File: src/rtl/alu_pkg.sv
// Shared types for the sequential ALU.
//   alu_op_e    : 4-bit operation codes (14 and 15 are unused and produce zero)
//   alu_state_e : control FSM states
//   is_iter()   : true for the multi-cycle multiply/divide ops
package alu_pkg;

  typedef enum logic [3:0] {
    OpAnd   = 4'd0,
    OpOr    = 4'd1,
    OpAdd   = 4'd2,
    OpSub   = 4'd3,
    OpXor   = 4'd4,
    OpSlt   = 4'd5,
    OpSltu  = 4'd6,
    OpSll   = 4'd7,
    OpSrl   = 4'd8,
    OpSra   = 4'd9,
    OpMul   = 4'd10,
    OpMulhu = 4'd11,
    OpDivu  = 4'd12,
    OpRemu  = 4'd13
  } alu_op_e;

  typedef enum logic [1:0] {
    StIdle,
    StCalc,
    StHold
  } alu_state_e;

  function automatic logic is_iter(logic [3:0] op);
    return (op >= 4'(OpMul)) && (op <= 4'(OpRemu));
  endfunction

endpackage

File: src/rtl/alu_seq_if.sv
// Operand/result bus of the sequential ALU.
//   in_valid/in_ready   : operand handshake (op, a, b)
//   out_valid/out_ready : result handshake (result, zero, ltez)
//   busy                : multi-cycle op in progress
// master = producer/consumer side, slave = ALU side.
interface alu_seq_if #(
  parameter int unsigned XLEN = 32
) ();
  logic            in_valid;
  logic            in_ready;
  logic [3:0]      op;
  logic [XLEN-1:0] a;
  logic [XLEN-1:0] b;
  logic            out_valid;
  logic            out_ready;
  logic [XLEN-1:0] result;
  logic            zero;
  logic            ltez;
  logic            busy;

  modport master (
    output in_valid, op, a, b, out_ready,
    input  in_ready, out_valid, result, zero, ltez, busy
  );

  modport slave (
    input  in_valid, op, a, b, out_ready,
    output in_ready, out_valid, result, zero, ltez, busy
  );
endinterface

File: src/rtl/alu_muldiv_iter.sv
// Iterative multiply / divide unit, one step per cycle for XLEN cycles.
//   clk, rst_n : clock, async active-low reset
//   start_i    : load operands and begin (op_i, a_i, b_i sampled here)
//   done_o     : high during the last iteration cycle
//   result_o   : final result, valid while done_o is high
// A single 2*XLEN register is shared: {hi, lo} product for MUL/MULHU and
// {remainder, quotient} for DIVU/REMU.
module alu_muldiv_iter
  import alu_pkg::*;
#(
  parameter int unsigned XLEN = 32,
  localparam int unsigned SHW = $clog2(XLEN)
) (
  input  logic            clk,
  input  logic            rst_n,
  input  logic            start_i,
  input  alu_op_e         op_i,
  input  logic [XLEN-1:0] a_i,
  input  logic [XLEN-1:0] b_i,
  output logic            done_o,
  output logic [XLEN-1:0] result_o
);

  localparam logic [SHW-1:0] LastCnt = SHW'(XLEN - 1);

  logic [2*XLEN-1:0] acc_q, acc_d;
  logic [XLEN-1:0]   opnd_q, opnd_d;
  logic [SHW-1:0]    cnt_q, cnt_d;
  logic              active_q, active_d;
  alu_op_e           op_q, op_d;

  logic              is_div;
  logic [XLEN:0]     rem_shift;
  logic [XLEN:0]     diff;
  logic [XLEN:0]     sum;

  assign is_div = (op_q == OpDivu) || (op_q == OpRemu);

  always_comb begin
    acc_d     = acc_q;
    opnd_d    = opnd_q;
    cnt_d     = cnt_q;
    active_d  = active_q;
    op_d      = op_q;
    rem_shift = {acc_q[2*XLEN-1:XLEN], acc_q[XLEN-1]};
    diff      = rem_shift - {1'b0, opnd_q};
    sum       = {1'b0, acc_q[2*XLEN-1:XLEN]} + (acc_q[0] ? {1'b0, opnd_q} : '0);
    if (start_i) begin
      acc_d    = {{XLEN{1'b0}}, a_i};
      opnd_d   = b_i;
      op_d     = op_i;
      cnt_d    = '0;
      active_d = 1'b1;
    end else if (active_q) begin
      if (is_div) begin
        // Restoring step; a borrow (diff[XLEN]) means keep the shifted remainder.
        // With a zero divisor this never borrows: quotient all ones, remainder = a.
        if (!diff[XLEN]) begin
          acc_d = {diff[XLEN-1:0], acc_q[XLEN-2:0], 1'b1};
        end else begin
          acc_d = {rem_shift[XLEN-1:0], acc_q[XLEN-2:0], 1'b0};
        end
      end else begin
        // Shift-add: conditionally add multiplicand to the high half, then shift right.
        acc_d = {sum, acc_q[XLEN-1:1]};
      end
      cnt_d = cnt_q + 1'b1;
      if (cnt_q == LastCnt) begin
        active_d = 1'b0;
      end
    end
  end

  always_ff @(posedge clk or negedge rst_n) begin
    if (!rst_n) begin
      acc_q    <= '0;
      opnd_q   <= '0;
      cnt_q    <= '0;
      active_q <= 1'b0;
      op_q     <= OpMul;
    end else begin
      acc_q    <= acc_d;
      opnd_q   <= opnd_d;
      cnt_q    <= cnt_d;
      active_q <= active_d;
      op_q     <= op_d;
    end
  end

  // Result is taken from the next-state value so the caller can latch it on the last step.
  assign done_o   = active_q && (cnt_q == LastCnt);
  assign result_o = ((op_q == OpMulhu) || (op_q == OpRemu)) ? acc_d[2*XLEN-1:XLEN]
                                                            : acc_d[XLEN-1:0];

endmodule

File: src/rtl/alu_seq.sv
// Sequential integer ALU for the execute stage.
//   clk, rst_n : clock, async active-low reset
//   bus        : alu_seq_if slave (operand handshake, held result slot, flags, busy)
// Single-cycle ops are registered at the accept edge; MUL/MULHU/DIVU/REMU run in
// alu_muldiv_iter. The result is held until the consumer asserts out_ready.
module alu_seq
  import alu_pkg::*;
#(
  parameter int unsigned XLEN = 32,
  localparam int unsigned SHW = $clog2(XLEN)
) (
  input logic       clk,
  input logic       rst_n,
  alu_seq_if.slave  bus
);

  alu_state_e      state_q, state_d;
  logic [XLEN-1:0] result_q, result_d;
  logic [XLEN-1:0] alu_res;
  logic [SHW-1:0]  shamt;
  alu_op_e         op_e;
  logic            md_start;
  logic            md_done;
  logic [XLEN-1:0] md_result;

  assign op_e  = alu_op_e'(bus.op);
  assign shamt = bus.b[SHW-1:0];

  always_comb begin
    alu_res = '0;
    case (op_e)
      OpAnd:   alu_res = bus.a & bus.b;
      OpOr:    alu_res = bus.a | bus.b;
      OpAdd:   alu_res = bus.a + bus.b;
      OpSub:   alu_res = bus.a - bus.b;
      OpXor:   alu_res = bus.a ^ bus.b;
      OpSlt:   alu_res = {{(XLEN-1){1'b0}}, ($signed(bus.a) < $signed(bus.b))};
      OpSltu:  alu_res = {{(XLEN-1){1'b0}}, (bus.a < bus.b)};
      OpSll:   alu_res = bus.a << shamt;
      OpSrl:   alu_res = bus.a >> shamt;
      OpSra:   alu_res = $unsigned($signed(bus.a) >>> shamt);
      default: alu_res = '0;
    endcase
  end

  assign md_start = (state_q == StIdle) && bus.in_valid && is_iter(bus.op);

  alu_muldiv_iter #(
    .XLEN (XLEN)
  ) u_muldiv (
    .clk      (clk),
    .rst_n    (rst_n),
    .start_i  (md_start),
    .op_i     (op_e),
    .a_i      (bus.a),
    .b_i      (bus.b),
    .done_o   (md_done),
    .result_o (md_result)
  );

  always_comb begin
    state_d  = state_q;
    result_d = result_q;
    unique case (state_q)
      StIdle: begin
        if (bus.in_valid) begin
          if (is_iter(bus.op)) begin
            state_d = StCalc;
          end else begin
            result_d = alu_res;
            state_d  = StHold;
          end
        end
      end
      StCalc: begin
        if (md_done) begin
          result_d = md_result;
          state_d  = StHold;
        end
      end
      StHold: begin
        if (bus.out_ready) begin
          state_d = StIdle;
        end
      end
      default: state_d = StIdle;
    endcase
  end

  always_ff @(posedge clk or negedge rst_n) begin
    if (!rst_n) begin
      state_q  <= StIdle;
      result_q <= '0;
    end else begin
      state_q  <= state_d;
      result_q <= result_d;
    end
  end

  assign bus.in_ready  = (state_q == StIdle);
  assign bus.busy      = (state_q == StCalc);
  assign bus.out_valid = (state_q == StHold);
  assign bus.result    = result_q;
  assign bus.zero      = (result_q == '0);
  assign bus.ltez      = (result_q == '0) || result_q[XLEN-1];

endmodule
File: src/flat_wrapper.sv
// flat-port wrapper written by rule: the top's interface ports become plain ports
module alu_seq_flat import alu_pkg::*;
#(
  parameter int unsigned XLEN = 32,
  localparam int unsigned SHW = $clog2(XLEN)
)
  (clk, rst_n, bus_in_valid, bus_op, bus_a, bus_b, bus_out_ready, bus_in_ready, bus_out_valid, bus_result, bus_zero, bus_ltez, bus_busy);
  alu_seq_if #(.XLEN(XLEN)) bus_i ();
  input logic clk;
  input logic rst_n;
  input wire logic [$bits(bus_i.in_valid)-1:0] bus_in_valid;
  input wire logic [$bits(bus_i.op)-1:0] bus_op;
  input wire logic [$bits(bus_i.a)-1:0] bus_a;
  input wire logic [$bits(bus_i.b)-1:0] bus_b;
  input wire logic [$bits(bus_i.out_ready)-1:0] bus_out_ready;
  output wire logic [$bits(bus_i.in_ready)-1:0] bus_in_ready;
  output wire logic [$bits(bus_i.out_valid)-1:0] bus_out_valid;
  output wire logic [$bits(bus_i.result)-1:0] bus_result;
  output wire logic [$bits(bus_i.zero)-1:0] bus_zero;
  output wire logic [$bits(bus_i.ltez)-1:0] bus_ltez;
  output wire logic [$bits(bus_i.busy)-1:0] bus_busy;
  assign bus_i.in_valid = bus_in_valid;
  assign bus_i.op = bus_op;
  assign bus_i.a = bus_a;
  assign bus_i.b = bus_b;
  assign bus_i.out_ready = bus_out_ready;
  assign bus_in_ready = bus_i.in_ready;
  assign bus_out_valid = bus_i.out_valid;
  assign bus_result = bus_i.result;
  assign bus_zero = bus_i.zero;
  assign bus_ltez = bus_i.ltez;
  assign bus_busy = bus_i.busy;
  alu_seq #(.XLEN(XLEN)) u_core (.clk(clk), .rst_n(rst_n), .bus(bus_i));
endmodule
File: config.mk
export PLATFORM = sky130hd
export DESIGN_NAME = alu_seq_flat
export DESIGN_NICKNAME = d
export VERILOG_FILES = /design/src/rtl/alu_pkg.sv /design/src/rtl/alu_seq_if.sv /design/src/rtl/alu_muldiv_iter.sv /design/src/rtl/alu_seq.sv /design/src/flat_wrapper.sv
export SDC_FILE = /design/constraint.sdc
export NUM_CORES = 1
export LEC_CHECK = 0
export BUFFER_PORTS_ARGS = -buffer_cell sky130_fd_sc_hd__buf_2
export CAP_MARGIN = 10
export CORE_ASPECT_RATIO = 1.2
export CORE_MARGIN = 8
export CORE_UTILIZATION = 30
export DETAILED_ROUTE_END_ITERATION = 6
export SKIP_LAST_GASP = 1
export SLEW_MARGIN = 10
export SYNTH_ARGS = -nofsm -noshare
export SYNTH_HDL_FRONTEND = slang
export SYNTH_SLANG_ARGS = --single-unit
export TNS_END_PERCENT = 50
File: constraint.sdc
create_clock -name clk -period 8.5 [get_ports clk]
set_clock_uncertainty 0.1 [all_clocks]
set_input_delay 0 -clock clk [delete_from_list [all_inputs] [get_ports clk]]
set_output_delay 0 -clock clk [all_outputs]
set_load 0.01 [all_outputs]
# Word level (Yosys, flattened, before mapping)
# Index checks and enable logic that the tools add are counted.
# W data, S select, Z words.
# word_totals
elab_cells,76
register_bits,140
inputBits,72
# classes
muxes,21
n_reduce_logical,14
bitwise,3
n_eq_ne,19
shift,3
magnitude_cmp,4
n_addsub,5
# ops
op,count
$pmux W32 S10,1
$mux W64,4
$mux W32,5
$lt A32 B32 Y1,2
$pmux W32 S2,1
$add A32 B32 Y33,1
$sub A33 B32 Y33,1
$add A32 B32 Y32,1
$and A32 B32 Y32,1
$logic_not A32 Y1,1
$or A32 B32 Y32,1
$shl A32 B5 Y32,1
$shr A32 B5 Y32,1
$sshr A32 B5 Y32,1
$sub A32 B32 Y32,1
$xor A32 B32 Y32,1
$eq A4 B4 Y1 const B,5
$eq A4 B3 Y1 const B,4
$mux W5,2
$eq A4 B2 Y1 const B,2
$mux W2,4
$ne A2 B2 Y1 const B,3
$pmux W2 S3,1
$add A5 B1 Y5 const B,1
other kinds (15),23

# Depth between registers and ports, before layout
# logic_depth
word_depth,8
ltp_mapped,17

# Cells and area by module
# From an unflattened synthesis, not the netlist that was laid out.
# hier_totals
hier_cells,2796
hier_area_um2,20382.0
# modules_own_cells
module,cells_per_inst,instances,seq_area_each_um2,area_each_um2
alu_seq,1516,1,850.8,10795.4
alu_muldiv_iter,1280,1,2655.0,9586.7

# Worst setup path after synthesis
# Ideal clock, no wire load.
# synth_timing
path_kind,reg-to-reg
from,reg u_core.u_muldiv.acc_q[0]
to,reg u_core.result_q[31] (netlist: u_core.bus.result[31])
setup_time_ns,0.116
setup_slack_ns,4.616
synth_period_minus_slack_ns,3.884
t_arrival_ns,3.668
stages_incl_launch_ff,17
cell_sequence,dfrtp_1 clkbuf_1 and2_1 ha_1 inv_1 fa_1 nand2b_1 a21oi_1 o21ai_1 a22oi_1 a21oi_1 o221ai_1 or4b_2 a21o_1 a221oi_1 o21ai_0 o311ai_0
# synth_via
elab_chain_len,8
# synth_rtl
element,line_no,source
start: declaration,alu_muldiv_iter.sv:26,"logic [2*XLEN-1:0] acc_q, acc_d;"
start signal: assignment,alu_muldiv_iter.sv:76,acc_q <= '0;
start signal: assignment,alu_muldiv_iter.sv:82,acc_q <= acc_d;
$mux W32,alu_muldiv_iter.sv:47,"sum = {1'b0, acc_q[2*XLEN-1:XLEN]} + (acc_q[0] ? {1'b0, opnd_q} : '0);"
$add A32 B32 Y33,alu_muldiv_iter.sv:47,
$mux W64,alu_muldiv_iter.sv:55,if (is_div) begin
$mux W64,alu_muldiv_iter.sv:54,end else if (active_q) begin
$mux W64,alu_muldiv_iter.sv:48,if (start_i) begin
via u_core.u_muldiv.acc_d[63],alu_muldiv_iter.sv:26,
$mux W32,alu_muldiv_iter.sv:92,assign result_o = ((op_q == OpMulhu) || (op_q == OpRemu)) ? acc_d[2*XLEN-1:XLEN]
$mux W32,alu_seq.sv:76,if (md_done) begin
$pmux W32 S2,alu_seq.sv:64,unique case (state_q)
end signal: assignment,alu_seq.sv:96,result_q <= result_d;
end: declaration,alu_seq.sv:18,"logic [XLEN-1:0] result_q, result_d;"
# The timed path passes the listed nets, and every way through them passes these cells. The select of a mux whose other input is x is not followed.
# A chain may end at the register's enable or synchronous reset.

# Worst setup path in the final report
# Ends and elaborated chain as after synthesis.

==> impl_metrics.yaml <==
cts:
  cts_tree: "done"
  cts.sinks: 140
  numCtsBuffers: 17
  cts-root-buf: "clkbuf_16"
  clockBufferDepth: 2
  h-tree-depth: 4
  clkSlewWorstSetupHoldPaths_ps: 70
  insertion_delay_ps: 440
  cts_setup_buffers: 0
critical_path:
  cp_max_fo: 34
  cp-start-kind: "flop"
  reg2regPathDepth: 15
  crit_type: "flop to flop"
  arrival_ps: 5270
  worstReg2RegStart: "u_core.u_muldiv.acc_q[0]"
  startpoint: "u_core.u_muldiv.acc_q[0]"
  worstSetupEndpointType: "flop"
  cp.required_ps: 8710
logic_synthesis:
  synth_edf_count: 0
  yosys.cell_types.count: 86
  seq_area_frac_synth: 0.1838
  yosysMostFrequentCell: "nand2_1"
  synth_seq_cells: 140
  synth_area_um2: 19080
  synth_area_per_cell_um2: 7.346
  synthTopCellsByArea: "dfrtp_1 18%, ha_1 11%, o21ai_0 6.3%, a21oi_1 6.3%, nand2_1 5.4%"
  yosys.area.top_type_share: 0.1810
  yosysWarnings: 0
  synthFlopType: "dfrtp_1"
  syn_inst: 2597
  syn_nets: 2848
  synth-async-reset-ratio: 1.000
  synthTopCellsByCount: "277 x nand2_1, 259 x nor2_1, 241 x o21ai_0, 240 x a21oi_1, 175 x ha_1"
  yosysTopAreaCell: "dfrtp_1"
global_route:
  antenna_found_initial: 2
  grt_max_degree: 91
  grt_pass1_wl_um: 124200
  overflow: 0
  grt_pass1_vias: 19840
  grt_use_total: 0.2219
final_layout:
  area.growth.synth_to_final_pct: 11.30
  nets: 2873
  antennaDiodeCount: 0
  drive_above_1_share: 0.09829
  layoutNonFillerInstCount: 3459
  fin_area_um2: 21230
routing:
  avgViaCountPerCell: 5.898
  wire_per_inst_um: 23.92
  first_iter_violations: 1829
  antenna_left: 0
  vias: 20400
  drc: 0
  dr.pass1.iters: 5
  finalWirelength_um: 82750
pwr:
  cellInternalPower_w: 0.003290
  finalPower_w: 0.007089
  p_per_area_nw_per_um2: 333.8
  vdd_ir_drop_max_mv: 0.3559
  pwr-share-clk: 0.103
  sequentialPowerShare: 0.204
  p_switching_w: 0.003798
  leakagePower_nw: 9.291
  swShare: 0.5358
  p_comb_frac: 0.693
sta:
  hold_viol: 0
  timing.slew.headroom: 0.2389
  worstMarginPinSlew_ps: 1139
  rsz0062_at_grt: "false"
  min_period_ps: 5054
  tns_ps: 0
  min_period_over_period: 0.5946
  finalSetupViolCount: 0
  max_freq_mhz: 197.8
  slew_viol_final: 0
  fin_ws_ps: 3446
run:
  cap_violations: 0
floorplan:
  rows: 101
  fp.dieH_um: 292.3
  io_pins: 109
  core-area_um2: 63060
  start_util: 0.3025
  die_w_um: 246.2
  die_area_um2: 71950
placement:
  dp_slack_ps: 3525
  dpl-instance-area_um2: 20250
  place_congestion: 0.9889
  io_buffers: 108
  hpwl_um: 64560
  dp_cells: 3384
outcome:
  status: "completed"
hold_path:
  hold_class: "input pin to async pin"
[placed cells by master, fill, tap and decap left out, drive strengths merged, types with 12 or more instances in the layout]
master,count
mux4,42
o21bai,30
or3,16
a21o,39
dfrtp,138
and2,42
xnor2,50
and3,23
clkbuf,18
ha,175
nand3,59
xor2,31
nand2,277
mux2i,53
o31ai,18
o21a,16
nand2b,27
o211ai,63
inv,157
a211oi,61
dlygate4sd3,43
nor2,260
o221ai,15
mux2,12
a31oi,35
nor4,18
a21oi,240
o22ai,12
nor2b,22
nand4,22
buf,141
a22oi,30
nor3,48
o21ai,243
a221oi,16
[power by group through the flow]
stage,clock network (W),registers [W],logic [W]
6_report,0.000728,0.00145,0.00491
5_1_grt,0.000758,0.00149,0.00544
4_1_cts,0.000733,0.00144,0.00485
3_5_place_dp,0,0.00145,0.00480
3_3_place_gp,0,0.00145,0.00478
2_1_floorplan,0,0.00127,0.00358
[state kept, by name, summed over array words and instances, names as in the netlist]
signal                    count
u_core.u_muldiv.active_q      1
u_core.u_muldiv.cnt_q         5
u_core.u_muldiv.acc_q        64
u_core.state_q                2
u_core.bus.result            32
u_core.u_muldiv.opnd_q       32
u_core.u_muldiv.op_q          4
[final timing paths]
| kind | end | slack, ps |
|---|---|---|
| max | u_core.bus.result[31] | 3450 |
| min in group clk | u_core.u_muldiv.acc_q[24] | 20 |
| min reg2reg | u_core.u_muldiv.op_q[0] | 400 |
| min | u_core.u_muldiv.cnt_q[3] | 5 |
| max in group asynchronous | u_core.u_muldiv.acc_q[2] | 6750 |
| max reg2reg | u_core.bus.result[31] | 3450 |
[metrics by stage]
| step | util | hold WS [ps] |
|---|---|---|
| after floorplan | - | -395.6 |
| after global placement | 0.3211 | -65.51 |
| after detailed placement | 0.3211 | -71.63 |
| after CTS | 0.3367 | 13.59 |
| after global routing | 0.3367 | 61.70 |
| final | 0.3367 | 5.152 |
[routing by layer]
metal	track usage	up-vias	wire [um]
met3	0.03025	172	4889
met2	0.3696	796	38950
met5	0	-	24
met1	0.2806	9891	34730
li1	-	9537	-
met4	0.1044	4	4146
[cell families after synthesis]
group / synth area share
simple gates: 0.1979
compound gates: 0.3115
buf+inv: 0.06624
xor+xnor: 0.03719
flops: 0.1838
fa+ha+maj: 0.1190
mux: 0.08447
[critical path, cell delays in order, from the launching register on]
cell      delay [ps]
dfrtp_1         1020
and2_1           240
ha_1             190
inv_1             70
fa_1             410
nand2b_1         190
a21oi_1          190
o21ai_1          150
a22oi_1          370
a21oi_1          220
o221ai_1         290
or4b_2           620
a21o_1           190
a221oi_1         420
o21ai_0          150
o311ai_0         110
[timing repair]
action                                 in CTS  in global routing
hold buffers                               43                  0
endpoints found under the hold margin     107                  0
gates resized for setup                     0                  0
[cell type report]
cell class | instances | area, um2
fill | 6770 | 41830
multi-input combinational | 2129 | 14350
inverter | 150 | 563.0
tap | 824 | 1031
sequential | 140 | 3510
clock buffer | 18 | 429.2
clock inverter | 14 | 126.4
timing repair buffer | 184 | 1227
No activity file was read; power rests on OpenSTA's default activity.
